==> config.mk <==
export PLATFORM = sky130hd
export DESIGN_NAME = seven_seg_mux_driver
export DESIGN_NICKNAME = d
export VERILOG_FILES = /design/src/rtl/seven_seg_pkg.sv /design/src/rtl/seven_seg_mux_driver_decode.sv /design/src/rtl/seven_seg_mux_driver.sv
export SDC_FILE = /design/constraint.sdc
export NUM_CORES = 1
export LEC_CHECK = 0
export CORE_ASPECT_RATIO = 1.2
export CORE_UTILIZATION = 50
export CTS_BUF_LIST = sky130_fd_sc_hd__clkbuf_8
export DETAILED_ROUTE_END_ITERATION = 16
export PLACE_DENSITY = 0.77
export SYNTH_ARGS = -nofsm -noshare
export SYNTH_HDL_FRONTEND = slang
export SYNTH_SLANG_ARGS = --single-unit
==> constraint.sdc <==
create_clock -name clk -period 3.1 [get_ports clk]
set_input_delay 0.465 -clock clk [delete_from_list [all_inputs] [get_ports clk]]
set_output_delay 0.465 -clock clk [all_outputs]
set_load 0.1 [all_outputs]
==> src/rtl/seven_seg_pkg.sv <==
// rtl/seven_seg_pkg.sv - shared constants, FSM state type and helpers for the seven-segment driver
package seven_seg_pkg;

  // Active-low segment codes, bit order g..a
  localparam logic [6:0] SEG_BLANK = 7'b1111111;
  localparam logic [6:0] SEG_DASH  = 7'b0111111;
  localparam logic [6:0] SEG_0     = 7'b1000000;
  localparam logic [6:0] SEG_1     = 7'b1111001;
  localparam logic [6:0] SEG_2     = 7'b0100100;
  localparam logic [6:0] SEG_3     = 7'b0110000;
  localparam logic [6:0] SEG_4     = 7'b0011001;
  localparam logic [6:0] SEG_5     = 7'b0010010;
  localparam logic [6:0] SEG_6     = 7'b0000010;
  localparam logic [6:0] SEG_7     = 7'b1111000;
  localparam logic [6:0] SEG_8     = 7'b0000000;
  localparam logic [6:0] SEG_9     = 7'b0010000;

  typedef enum logic [1:0] {
    IDLE   = 2'd0,
    CONV   = 2'd1,
    COMMIT = 2'd2
  } state_t;

  // 10^digits, saturated at 2^value_w so it always fits in value_w+1 bits;
  // a saturated limit is unreachable by any value_w-bit input.
  function automatic logic [63:0] pow10_limit(input int digits, input int value_w);
    logic [63:0] p;
    logic [63:0] cap;
    p   = 64'd1;
    cap = 64'd1 << value_w;
    for (int i = 0; i < digits; i++) begin
      p = p * 64'd10;
    end
    return (p > cap) ? cap : p;
  endfunction

endpackage

==> src/rtl/seven_seg_mux_driver_decode.sv <==
// rtl/seven_seg_mux_driver_decode.sv - BCD nibble to active-low segment code with blank and dash overrides
module seven_seg_decode
  import seven_seg_pkg::*;
(
  input  logic [3:0] nibble,
  input  logic       blank,
  input  logic       dash,
  output logic [6:0] segs
);

  // Dash wins over blanking so an overflow shows dashes on every digit
  always_comb begin
    segs = SEG_BLANK;
    if (dash) begin
      segs = SEG_DASH;
    end else if (!blank) begin
      case (nibble)
        4'd0:    segs = SEG_0;
        4'd1:    segs = SEG_1;
        4'd2:    segs = SEG_2;
        4'd3:    segs = SEG_3;
        4'd4:    segs = SEG_4;
        4'd5:    segs = SEG_5;
        4'd6:    segs = SEG_6;
        4'd7:    segs = SEG_7;
        4'd8:    segs = SEG_8;
        4'd9:    segs = SEG_9;
        default: segs = SEG_BLANK;
      endcase
    end
  end

endmodule

==> src/rtl/seven_seg_mux_driver.sv <==
// rtl/seven_seg_mux_driver.sv - binary-to-BCD converter and multiplexed seven-segment scanner
module seven_seg_mux_driver
  import seven_seg_pkg::*;
#(
  parameter int DIGITS        = 4,
  parameter int VALUE_W       = 14,
  parameter int SCAN_DIV      = 50000,
  parameter bit BLANK_LEADING = 1'b1
) (
  input  logic               clk,
  input  logic               rst,
  input  logic [VALUE_W-1:0] value,
  input  logic               load,
  output logic               busy,
  output logic               overflow,
  output logic [6:0]         segs,
  output logic [DIGITS-1:0]  anodes
);

  localparam int BCD_W  = 4 * DIGITS;
  localparam int SR_W   = BCD_W + VALUE_W;
  localparam int LIM_W  = VALUE_W + 1;
  localparam int CNT_W  = (VALUE_W > 1) ? $clog2(VALUE_W) : 1;
  localparam int IDX_W  = (DIGITS > 1) ? $clog2(DIGITS) : 1;
  localparam int SCAN_W = $clog2(SCAN_DIV);

  localparam logic [LIM_W-1:0]  LIMIT     = LIM_W'(pow10_limit(DIGITS, VALUE_W));
  localparam logic [CNT_W-1:0]  CNT_LAST  = CNT_W'(VALUE_W - 1);
  localparam logic [SCAN_W-1:0] SCAN_LAST = SCAN_W'(SCAN_DIV - 1);
  localparam logic [IDX_W-1:0]  IDX_LAST  = IDX_W'(DIGITS - 1);

  state_t             state_q, state_d;
  logic [SR_W-1:0]    sr_q, sr_adj;
  logic [CNT_W-1:0]   bit_cnt_q;
  logic               ovf_pend_q;
  logic               value_ovf;
  logic [BCD_W-1:0]   disp_q;
  logic               dash_q;
  logic [SCAN_W-1:0]  scan_cnt_q;
  logic [IDX_W-1:0]   idx_q;
  logic [DIGITS-1:0]  lz;
  logic [3:0]         cur_nib;
  logic               cur_blank;
  logic [6:0]         cur_segs;

  assign value_ovf = {1'b0, value} >= LIMIT;

  // FSM state register
  always_ff @(posedge clk or posedge rst) begin
    if (rst) state_q <= IDLE;
    else     state_q <= state_d;
  end

  // FSM next state: overflowing values skip the conversion entirely
  always_comb begin
    state_d = state_q;
    case (state_q)
      IDLE:    if (load) state_d = value_ovf ? COMMIT : CONV;
      CONV:    if (bit_cnt_q == CNT_LAST) state_d = COMMIT;
      COMMIT:  state_d = IDLE;
      default: state_d = IDLE;
    endcase
  end

  // FSM outputs: busy is decoded straight from the state register
  always_comb begin
    busy = (state_q != IDLE);
  end

  // Double-dabble pre-shift correction: +3 on every BCD nibble that is 5 or more
  always_comb begin
    sr_adj = sr_q;
    for (int i = 0; i < DIGITS; i++) begin
      if (sr_q[VALUE_W + 4*i +: 4] >= 4'd5)
        sr_adj[VALUE_W + 4*i +: 4] = sr_q[VALUE_W + 4*i +: 4] + 4'd3;
    end
  end

  // Conversion datapath: capture on accepted load, correct-and-shift while converting
  always_ff @(posedge clk or posedge rst) begin
    if (rst) begin
      sr_q       <= '0;
      bit_cnt_q  <= '0;
      ovf_pend_q <= 1'b0;
    end else begin
      case (state_q)
        IDLE: if (load) begin
          ovf_pend_q <= value_ovf;
          bit_cnt_q  <= '0;
          if (!value_ovf) sr_q <= SR_W'(value);
        end
        CONV: begin
          sr_q      <= sr_adj << 1;
          bit_cnt_q <= bit_cnt_q + 1'b1;
        end
        default: ;
      endcase
    end
  end

  // Display register: BCD result or all-dash marker, updated only in COMMIT
  always_ff @(posedge clk or posedge rst) begin
    if (rst) begin
      disp_q   <= '0;
      dash_q   <= 1'b0;
      overflow <= 1'b0;
    end else if (state_q == COMMIT) begin
      disp_q   <= ovf_pend_q ? '0 : sr_q[SR_W-1 -: BCD_W];
      dash_q   <= ovf_pend_q;
      overflow <= ovf_pend_q;
    end
  end

  // Scanner: free-running dwell counter stepping the digit index
  always_ff @(posedge clk or posedge rst) begin
    if (rst) begin
      scan_cnt_q <= '0;
      idx_q      <= '0;
    end else if (scan_cnt_q == SCAN_LAST) begin
      scan_cnt_q <= '0;
      idx_q      <= (idx_q == IDX_LAST) ? '0 : idx_q + 1'b1;
    end else begin
      scan_cnt_q <= scan_cnt_q + 1'b1;
    end
  end

  // Leading-zero map: lz[i] is set when digit i and all digits above it are zero
  always_comb begin
    lz = '0;
    lz[DIGITS-1] = (disp_q[BCD_W-1 -: 4] == 4'd0);
    for (int i = DIGITS - 2; i >= 0; i--) begin
      lz[i] = lz[i+1] & (disp_q[4*i +: 4] == 4'd0);
    end
  end

  assign cur_nib   = disp_q[4*idx_q +: 4];
  assign cur_blank = BLANK_LEADING && (idx_q != '0) && lz[idx_q];

  seven_seg_decode u_decode (
    .nibble (cur_nib),
    .blank  (cur_blank),
    .dash   (dash_q),
    .segs   (cur_segs)
  );

  // Segment and anode outputs registered together from the same index
  always_ff @(posedge clk or posedge rst) begin
    if (rst) begin
      segs   <= SEG_BLANK;
      anodes <= '1;
    end else begin
      segs   <= cur_segs;
      anodes <= ~(DIGITS'(1) << idx_q);
    end
  end

endmodule

Yosys cells after proc, flatten, opt, wreduce, memory -nomap -nowiden

Memories as Yosys holds them, arrays and structs flattened.
Cells that the tools add are included.

$add $sub $neg: 7
$lt $le $gt $ge: 6
Equality and inequality tests: 8
Shifts and indexed selects: 2
Mux-type cells: 20
Bitwise gates (word level): 4
Reductions and logical operators: 13

Operators with widths:

| kind                                                               | count |
|---|---|
| 2-to-1 mux 30 bit                                                  | 2 |
| one-hot mux 30 bit (2 select lines)                                | 1 |
| 2-to-1 mux 16 bit                                                  | 2 |
| adder 16 x 1 -> 16 bit (second input constant)                     | 1 |
| equality test 16 bit (second input constant)                       | 1 |
| greater-or-equal comparator 4 x 3 -> 1 bit (second input constant) | 4 |
| zero test 4 bit                                                    | 4 |
| 2-to-1 mux 4 bit                                                   | 4 |
| variable part select 16 x 5 -> 4 bit                               | 1 |
| greater-or-equal comparator 14 bit (second input constant)         | 1 |
| 2-to-1 mux 7 bit                                                   | 2 |
| adder 4 x 2 -> 4 bit (second input constant)                       | 3 |
| 2-to-1 mux 2 bit                                                   | 4 |
| one-hot mux 4 bit (2 select lines)                                 | 1 |
| != test 2 bit (second input constant)                              | 3 |
| AND reduction 2 bit                                                | 3 |
| nonzero test 2 bit                                                 | 3 |
| adder 4 x 1 -> 4 bit (second input constant)                       | 1 |
| equality test 2 bit (second input constant)                        | 2 |
| equality test 4 bit (second input constant)                        | 1 |
| NOT 4 bit                                                          | 1 |
| one-hot mux 2 bit (2 select lines)                                 | 1 |
| << shifter 1 x 2 -> 4 bit (first input constant)                   | 1 |
| adder 3 x 2 -> 3 bit (second input constant)                       | 1 |
| other kinds (10)                                                   | 12 |

Flip-flop bits (word level): 83
Bits in read-only memories: 112
Bits of input ports: 17
Output and inout port bits: 13
Word-level logic and storage cells: 71
Memories kept: 1

Memory list:

| memory          | depth | width | rd ports | clocked after memory_dff | write ports | line                              | text |
|---|---|---|---|---|---|---|---|
| (no name shown) | 16    | 7     | 1        | 0                        | 0           | seven_seg_mux_driver_decode.sv:17 | `case (nibble)` |

Depth between registers and ports, before layout

Gate-level depths: netlist (run 1).

Word-level depth: 9
Mapped depth: 8
Mapped depth without buffers: 7

Modules after synthesis

From an unflattened synthesis (run 1), not the netlist that was laid out.

Cells, all modules: 397
Area total of the unflattened synthesis: 4,181.5 um2

Modules (own cells, without submodules):

| module               | instances | cells an instance | area each (um2) | seq. area each (um2) |
|---|---|---|---|---|
| seven_seg_mux_driver | 1         | 367               | 3,950.0         | 2,090.8 |
| seven_seg_decode     | 1         | 30                | 231.5           | 0.0 |

Worst setup path after synthesis (run 1)

OpenSTA, ideal clock, no wires.

Kind: register to register
Start: register idx_q[0]
End: register segs[2]
Library setup time: 0.072 ns
Data arrival time: 1.879 ns
Required time: 3.028 ns
Setup slack: 1.149 ns
Cell stages (with the launch flop): 7
Buffers on the path: 0
Clock period less this slack: 1.951 ns
Cell sequence: dfrtp_1 inv_1 ha_1 or4_1 a2111oi_4 nor3_4 o21ai_1

Word-level cells in the longest chain between the ends: 5
Elaborated cells on any way between the ends: 8
Classes of those cells: shift: 1; mux: 4; reduce/logical: 2; memory: 1

RTL lines:

| item                                                                             | line                              | text |
|---|---|---|
| from (decl)                                                                      | seven_seg_mux_driver.sv:40        | `logic [IDX_W-1:0] idx_q;` |
| from (signal assigned)                                                           | seven_seg_mux_driver.sv:121       | `idx_q <= (idx_q == IDX_LAST) ? '0 : idx_q + 1'b1;` |
| parallel branches: the longest is 3 deep, another holds memory read (16 x 7 bit) | --                                |  |
| 2-to-1 mux 7 bit *                                                               | seven_seg_mux_driver_decode.sv:16 | `end else if (!blank) begin` |
| 2-to-1 mux 7 bit *                                                               | seven_seg_mux_driver_decode.sv:14 | `if (dash) begin` |
| via cur_segs[2]                                                                  | seven_seg_mux_driver.sv:44        | `logic [6:0] cur_segs;` |
| to (signal assigned)                                                             | seven_seg_mux_driver.sv:152       | `segs <= cur_segs;` |
| to (decl)                                                                        | seven_seg_mux_driver.sv:16        | `output logic [6:0] segs,` |

Mark *: on every way through the listed nets, which the timed path passes. The select of a mux whose other input is x is not followed.
A chain may end at the register's enable or synchronous reset.

Final worst setup path (run 1)

Start: register idx_q[0]
End: register segs[5]

The elaborated chain is that of the path after synthesis.

==> impl_metrics.env, run 1 <==
export IMPL_status="complete, but fails checks"
export IMPL_violations="design-rule violations"
export IMPL_finClkSkew_ps=9.583
export IMPL_leakage_nw=2.036
export IMPL_antenna_found_initial=0
export IMPL_placed_cells=517
export IMPL_row_count=35
export IMPL_min_path_type="register to register"
export IMPL_cap_violations=0
export IMPL_tightest_slew_ps=1150
export IMPL_start_kind="register"
export IMPL_grt_max_degree=48
export IMPL_rsz0062_at_grt="false"
export IMPL_mostFrequentLayoutCells="dfrtp_1, nand2_1, nor2_1"
export IMPL_hold_start="sr_q[0]"
export IMPL_viasPerCell=5.632
export IMPL_power_density_nw_per_um2=932.1
export IMPL_drt_iter0_drc=119
export IMPL_period_minus_slack_ps=2213
export IMPL_rr_startpoint="idx_q[0]"
export IMPL_ctsResizeCount=0
export IMPL_diodes=0
export IMPL_critPathArrivalTime_ps=2490
export IMPL_holdPathEnd="sr_q[0]"
export IMPL_async_reset_ff_share_pct=100.0
export IMPL_numCtsBuffers=9
export IMPL_slew_headroom_pct=23.31
export IMPL_rrSetupSlack_ps=890
export IMPL_fin_ws_ps=886.7
export IMPL_cts_root_buf="clkbuf_8"
export IMPL_ant_nets=0
export IMPL_hold_violations=0
export IMPL_postCtsSetupBuffers=0
export IMPL_num_vias=3002
export IMPL_ioPinCount=30
export IMPL_dr_pass1_iters=10
export IMPL_fp_dieH_um=101.0
export IMPL_syn_inst=406
export IMPL_yosys_warnings=0
export IMPL_port_buffers=29
export IMPL_synth_cell_types=44
export IMPL_syn_area_per_cell_sq_um=10.07
export IMPL_detail_route_wirelength_mm=7.401
export IMPL_drive_above_1_share_pct=13.15
export IMPL_final_common_cell="dfrtp_1"
export IMPL_drc=4
export IMPL_fin_nets=473
export IMPL_area_delta_synth_final_pct=14.42
export IMPL_maxSlewViolCount=0
export IMPL_r2r_cells=6
export IMPL_clk_pin_slew_ps=90
export IMPL_place_gp_congestion=0.8205
export IMPL_finalSetupTns_ps=0
export IMPL_tritoncts="built"
export IMPL_synth_edf_count=0
export IMPL_grt_use_total_pct=19.00
export IMPL_fin_util_pct=59.98
export IMPL_die_area_sq_um=8540
export IMPL_finalCritPeriodShare_pct=71.40
export IMPL_hpwl_mm=5.163
export IMPL_start_util_pct=52.42
export IMPL_end_kind="register"
export IMPL_worstSetupPathType="register to register"
export IMPL_clockBufferDepth=2
export IMPL_overflow=0
export IMPL_synth_ff_type="dfrtp_1"
export IMPL_core_sq_um=7795
export IMPL_ir_worst_vdd_uv=678.6
export IMPL_grt_pass1_vias=2925
export IMPL_worstHoldPathCells=2
export IMPL_wire_per_inst_um=13.89
export IMPL_layout_cells_non_filler=533
export IMPL_grt_pass1_wl_mm=12.94
export IMPL_clock_fmax_mhz=451.8
export IMPL_dieWidth_um=84.53
export IMPL_setup_viol_count_final=0
export IMPL_hold_buffers=0
export IMPL_critPathMaxFanout=8
export IMPL_ys_seq_elements=83
export IMPL_h_tree_depth=3
export IMPL_syn_nets=443
export IMPL_clock_sinks=83
export IMPL_rr_endpoint="segs[5]"
export IMPL_dp_slack_ps=646.8
export IMPL_totalPowerFinal_w=0.004358
export IMPL_synth_area_sq_um=4086
export IMPL_clk_latency_ps=350
export IMPL_synth_seq_area_share_pct=51.16
export IMPL_required_ps=3380
layer usage:
layer | global-route usage (%) | part of all wire [%] | routed length, um | vias up
met3 | 2.867 | 3.2 | 238 | 13
met5 | 0 | 0 | 0 | -
li1 | - | - | - | 1469
met4 | 8.344 | 1.7 | 123 | 0
met1 | 22.52 | 44 | 3228 | 1473
met2 | 34.33 | 51 | 3810 | 47
logic make-up (layout without fill, tap and decap cells):
logic type | Yosys count | after routing | synth area share, %
AO/OA/AOI/OAI | 86 | 86 | 13.59
XOR/XNOR | 19 | 19 | 4.072
adder cells (fa/ha/maj) | 20 | 20 | 6.124
multiplexers | 11 | 11 | 4.103
buffers and inverters | 35 | 70 | 3.490
flip-flops | 83 | 83 | 51.16
AND/OR/NAND/NOR | 152 | 152 | 17.45
metrics by stage:
stage	hold WS (ps)	instance area, sq um
finish	470.8	4676
global route	514.9	4676
CTS	476.7	4676
detailed placement	455.7	4441
global placement	456.4	4441
floorplan	438.6	4086
worst max path at each step:
stage                    to  depth (start not counted)  startpoint
2_1_floorplan  bit_cnt_q[0]                          1         rst
4_1_cts             segs[5]                          6    idx_q[0]
6_report            segs[5]                          6    idx_q[0]
5_1_grt             segs[5]                          6    idx_q[1]
3_5_place_dp       sr_q[25]                          7    value[7]
3_3_place_gp       sr_q[25]                          7    value[7]
area by class of cell:
cell class              instances  area [sq um]
fillers                       673          3119
well taps                      92         115.1
inverters                      19         72.57
clock buffers                  11         151.4
repair buffers                 35         302.8
flip-flops and latches         83          2091
multi-input cells             288          1859
clock inverters                 5         83.83
Yosys cell counts (2+ instances only):
cell type,number,area [sq um]
nand4_1,5,31.28
a211oi_1,2,15.01
a32o_1,5,50.05
o21ai_1,3,15.01
buf_2,3,15.01
a31oi_1,14,87.58
nand2_1,66,247.7
nor3b_1,2,15.01
inv_1,19,71.32
nand2b_1,15,93.84
o21ai_0,25,125.1
mux4_2,3,67.56
clkbuf_1,11,41.29
a21oi_1,12,60.06
and3_1,5,31.28
dfrtp_1,72,1802
xor2_1,9,78.83
o22ai_1,7,43.79
or4_1,2,15.01
nor3_1,2,10.01
mux2_2,3,33.78
nor2_1,33,123.9
nand3_1,10,50.05
nor4_1,4,25.02
o31ai_1,12,90.09
dfstp_2,11,289.0
mux2i_1,4,40.04
and4_1,3,26.28
xnor2_1,10,87.58
ha_1,20,250.2
power breakdown:
group          internal [W]  switching [W]  leakage (nW)
clock network      0.000500       0.000387         0.112
registers           0.00144       0.000274          1.05
logic              0.000581        0.00117         0.871
state kept, by name, indices dropped and copies added, names as in the netlist:
signal and count:
anodes 4, bit_cnt_q 4, dash_q 1, disp_q 16
idx_q 2, ovf_pend_q 1, scan_cnt_q 16, segs 7
sr_q 30, state_q 2
critical path, cell delays in order (launching register included):
cell and delay [ps]:
dfrtp_1 550, inv_1 210, ha_1 270, or4_1 530, a2111oi_4 400, nor3_4 80, o21ai_1 100
Note: power is estimated with default switching activity, not from simulation.
==> run 2: changes to the inputs <==
==> constraint.sdc (replaced) <==
create_clock -name clk -period 2.25 [get_ports clk]
set_input_delay 0.3375 -clock clk [delete_from_list [all_inputs] [get_ports clk]]
set_output_delay 0.3375 -clock clk [all_outputs]
set_load 0.1 [all_outputs]
==> impl_metrics.env, run 2 (synthesized netlist as in run 1, its figures left out) <==
export IMPL_status="complete, but fails checks"
export IMPL_violations="design-rule violations"
export IMPL_power_density_nw_per_um2=1263
export IMPL_port_buffers=29
export IMPL_critPathMaxFanout=8
export IMPL_grt_pass1_vias=3015
export IMPL_finalSetupTns_ps=0
export IMPL_end_kind="register"
export IMPL_p_clk_share_pct=18.5
export IMPL_clock_sinks=83
export IMPL_top_regs="sr_q: 30 flops, disp_q: 16 flops, scan_cnt_q: 16 flops"
export IMPL_routed_top_layer="met4"
export IMPL_row_count=35
export IMPL_multi_input_area_sq_um=1859
export IMPL_ir_worst_vdd_uv=1285
export IMPL_cap_violations=0
export IMPL_crit_buf_inv=1
export IMPL_core_sq_um=7795
export IMPL_fin_ws_ps=229.4
export IMPL_clock_fmax_mhz=494.9
export IMPL_combinationalPowerShare_pct=41.9
export IMPL_clk_latency_ps=350
export IMPL_hold_buffers=0
export IMPL_met1_length_mm=3.241
export IMPL_wl_met2_mm=3.862
export IMPL_cellInternalPower_w=0.003407
export IMPL_rsz0062_at_grt="false"
export IMPL_detail_route_wirelength_mm=7.442
export IMPL_nFillCells=658
export IMPL_dieWidth_um=84.53
export IMPL_worstSetupPathType="register to register"
export IMPL_cp_cell_sequence="inv_1 -> ha_1 -> or4_1 -> a2111oi_4 -> nor3_4 -> o21ai_1"
export IMPL_crit_path_top_delay_cell="dfrtp_1"
export IMPL_hpwl_mm=5.341
export IMPL_grt_pass1_wl_mm=13.36
export IMPL_dp_slack_ps=77.94
export IMPL_num_vias=3024
export IMPL_ant_nets=0
export IMPL_register_area_sq_um=2091
export IMPL_diodes=0
export IMPL_fp_dieH_um=101.0
export IMPL_maxSlewViolCount=0
export IMPL_min_path_type="primary input to async pin"
export IMPL_clk_pin_slew_ps=90
export IMPL_drt_iter0_drc=76
export IMPL_ctsResizeCount=0
export IMPL_slew_headroom_pct=56.51
export IMPL_cp_depth=6
export IMPL_start_util_pct=52.42
export IMPL_largest_reg_flops=30
export IMPL_antenna_found_initial=0
export IMPL_dr_pass1_iters=10
export IMPL_swShare_pct=43.08
export IMPL_wire_per_inst_um=13.83
export IMPL_p_sw_w=0.002579
export IMPL_required_ps=2530
export IMPL_drive_above_1_share_pct=14.13
export IMPL_final_common_cell="dfrtp_1"
export IMPL_cts_root_buf="clkbuf_8"
export IMPL_overflow=0
export IMPL_place_gp_congestion=0.7691
export IMPL_mostFrequentLayoutCells="dfrtp_1, nand2_1, nor2_1"
export IMPL_postCtsSetupBuffers=0
export IMPL_numCtsBuffers=9
export IMPL_tritoncts="built"
export IMPL_critPathArrivalTime_ps=2300
export IMPL_cp_slowest_stage_delay_ps=540
export IMPL_clockBufferDepth=2
export IMPL_crit_family="simple AND/OR/NAND/NOR gates"
export IMPL_top_register="sr_q"
export IMPL_tightest_slew_ps=652.3
export IMPL_r2r_cells=6
export IMPL_seqPwrFrac_pct=39.5
export IMPL_totalPowerFinal_w=0.005986
export IMPL_start_kind="register"
export IMPL_period_minus_slack_ps=2021
export IMPL_fin_nets=478
export IMPL_ioPinCount=30
export IMPL_setup_viol_count_final=0
export IMPL_hold_violations=0
export IMPL_drc=4
export IMPL_area_delta_synth_final_pct=15.98
export IMPL_rrSetupSlack_ps=230
export IMPL_die_area_sq_um=8540
export IMPL_h_tree_depth=3
export IMPL_finalCritPeriodShare_pct=89.81
export IMPL_leakage_nw=2.062
export IMPL_finClkSkew_ps=12.61
export IMPL_grt_max_degree=56
export IMPL_grt_use_total_pct=19.64
export IMPL_viasPerCell=5.621
export IMPL_dr_wl_met3_um=202
==> run 2: cell count changes in the layout (fill, tap and decap cells not counted), sizes merged <==
cell | previous run | this run
clkinvlp | 2 | 3
clkbuf | 11 | 10
inv | 19 | 20
buf | 19 | 24
bufinv | 2 | 1
==> run 2: final cells by class <==
type / count / area share, %
clock buffers: 10 / 2.904
clock inverters: 6 / 1.505
flip-flops and latches: 83 / 44.11
well taps: 92 / 2.429
multi-input cells: 288 / 39.23
inverters: 19 / 1.584
repair buffers: 40 / 8.237
==> run 2: tightest hold or removal path, stage by stage <==
cell,delay [ps]
clkdlybuf4s50_1,440
clkinvlp_4,120
buf_12,190
==> run 2: path summary, 6_finish.rpt <==
| kind | startpoint | end |
|---|---|---|
| worst max-delay path | idx_q[0] | segs[5] |
| worst min-delay path | rst | scan_cnt_q[3] |
| worst max register to register | idx_q[0] | segs[5] |
| worst min register to register | bit_cnt_q[3] | bit_cnt_q[3] |
| max in group asynchronous | rst | sr_q[7] |
| min in group clk | bit_cnt_q[3] | bit_cnt_q[3] |
==> run 2: power by group through the flow <==
| stage | Clock [W] | Sequential (W) | Combinational [W] |
|---|---|---|---|
| finish | 0.00111 | 0.00237 | 0.00251 |
| CTS | 0.00114 | 0.00237 | 0.00253 |
| global placement | 0 | 0.00237 | 0.00243 |
| floorplan | 0 | 0.00281 | 0.00148 |
| global route | 0.00120 | 0.00243 | 0.00278 |
| detailed placement | 0 | 0.00239 | 0.00252 |
==> run 2: metal layers <==
metal  GRT usage [%]  up-vias
met4           7.432        0
met1           22.62     1472
met2           35.27       43
met5               0        -
li1                -     1496
met3           4.996       13
==> run 2: per-stage QoR <==
| step | std cells | util, % | hold WS (ps) | cell area (sq um) |
|---|---|---|---|---|
| CTS | 538 | 60.80 | 368.9 | 4740 |
| floorplan | 406 | - | 438.6 | 4090 |
| finish | 538 | 60.80 | 376.9 | 4740 |
| global route | 538 | 60.80 | 394.8 | 4740 |
| detailed placement | 522 | 58.12 | 475.9 | 4531 |
| global placement | 522 | 58.12 | 454.5 | 4531 |
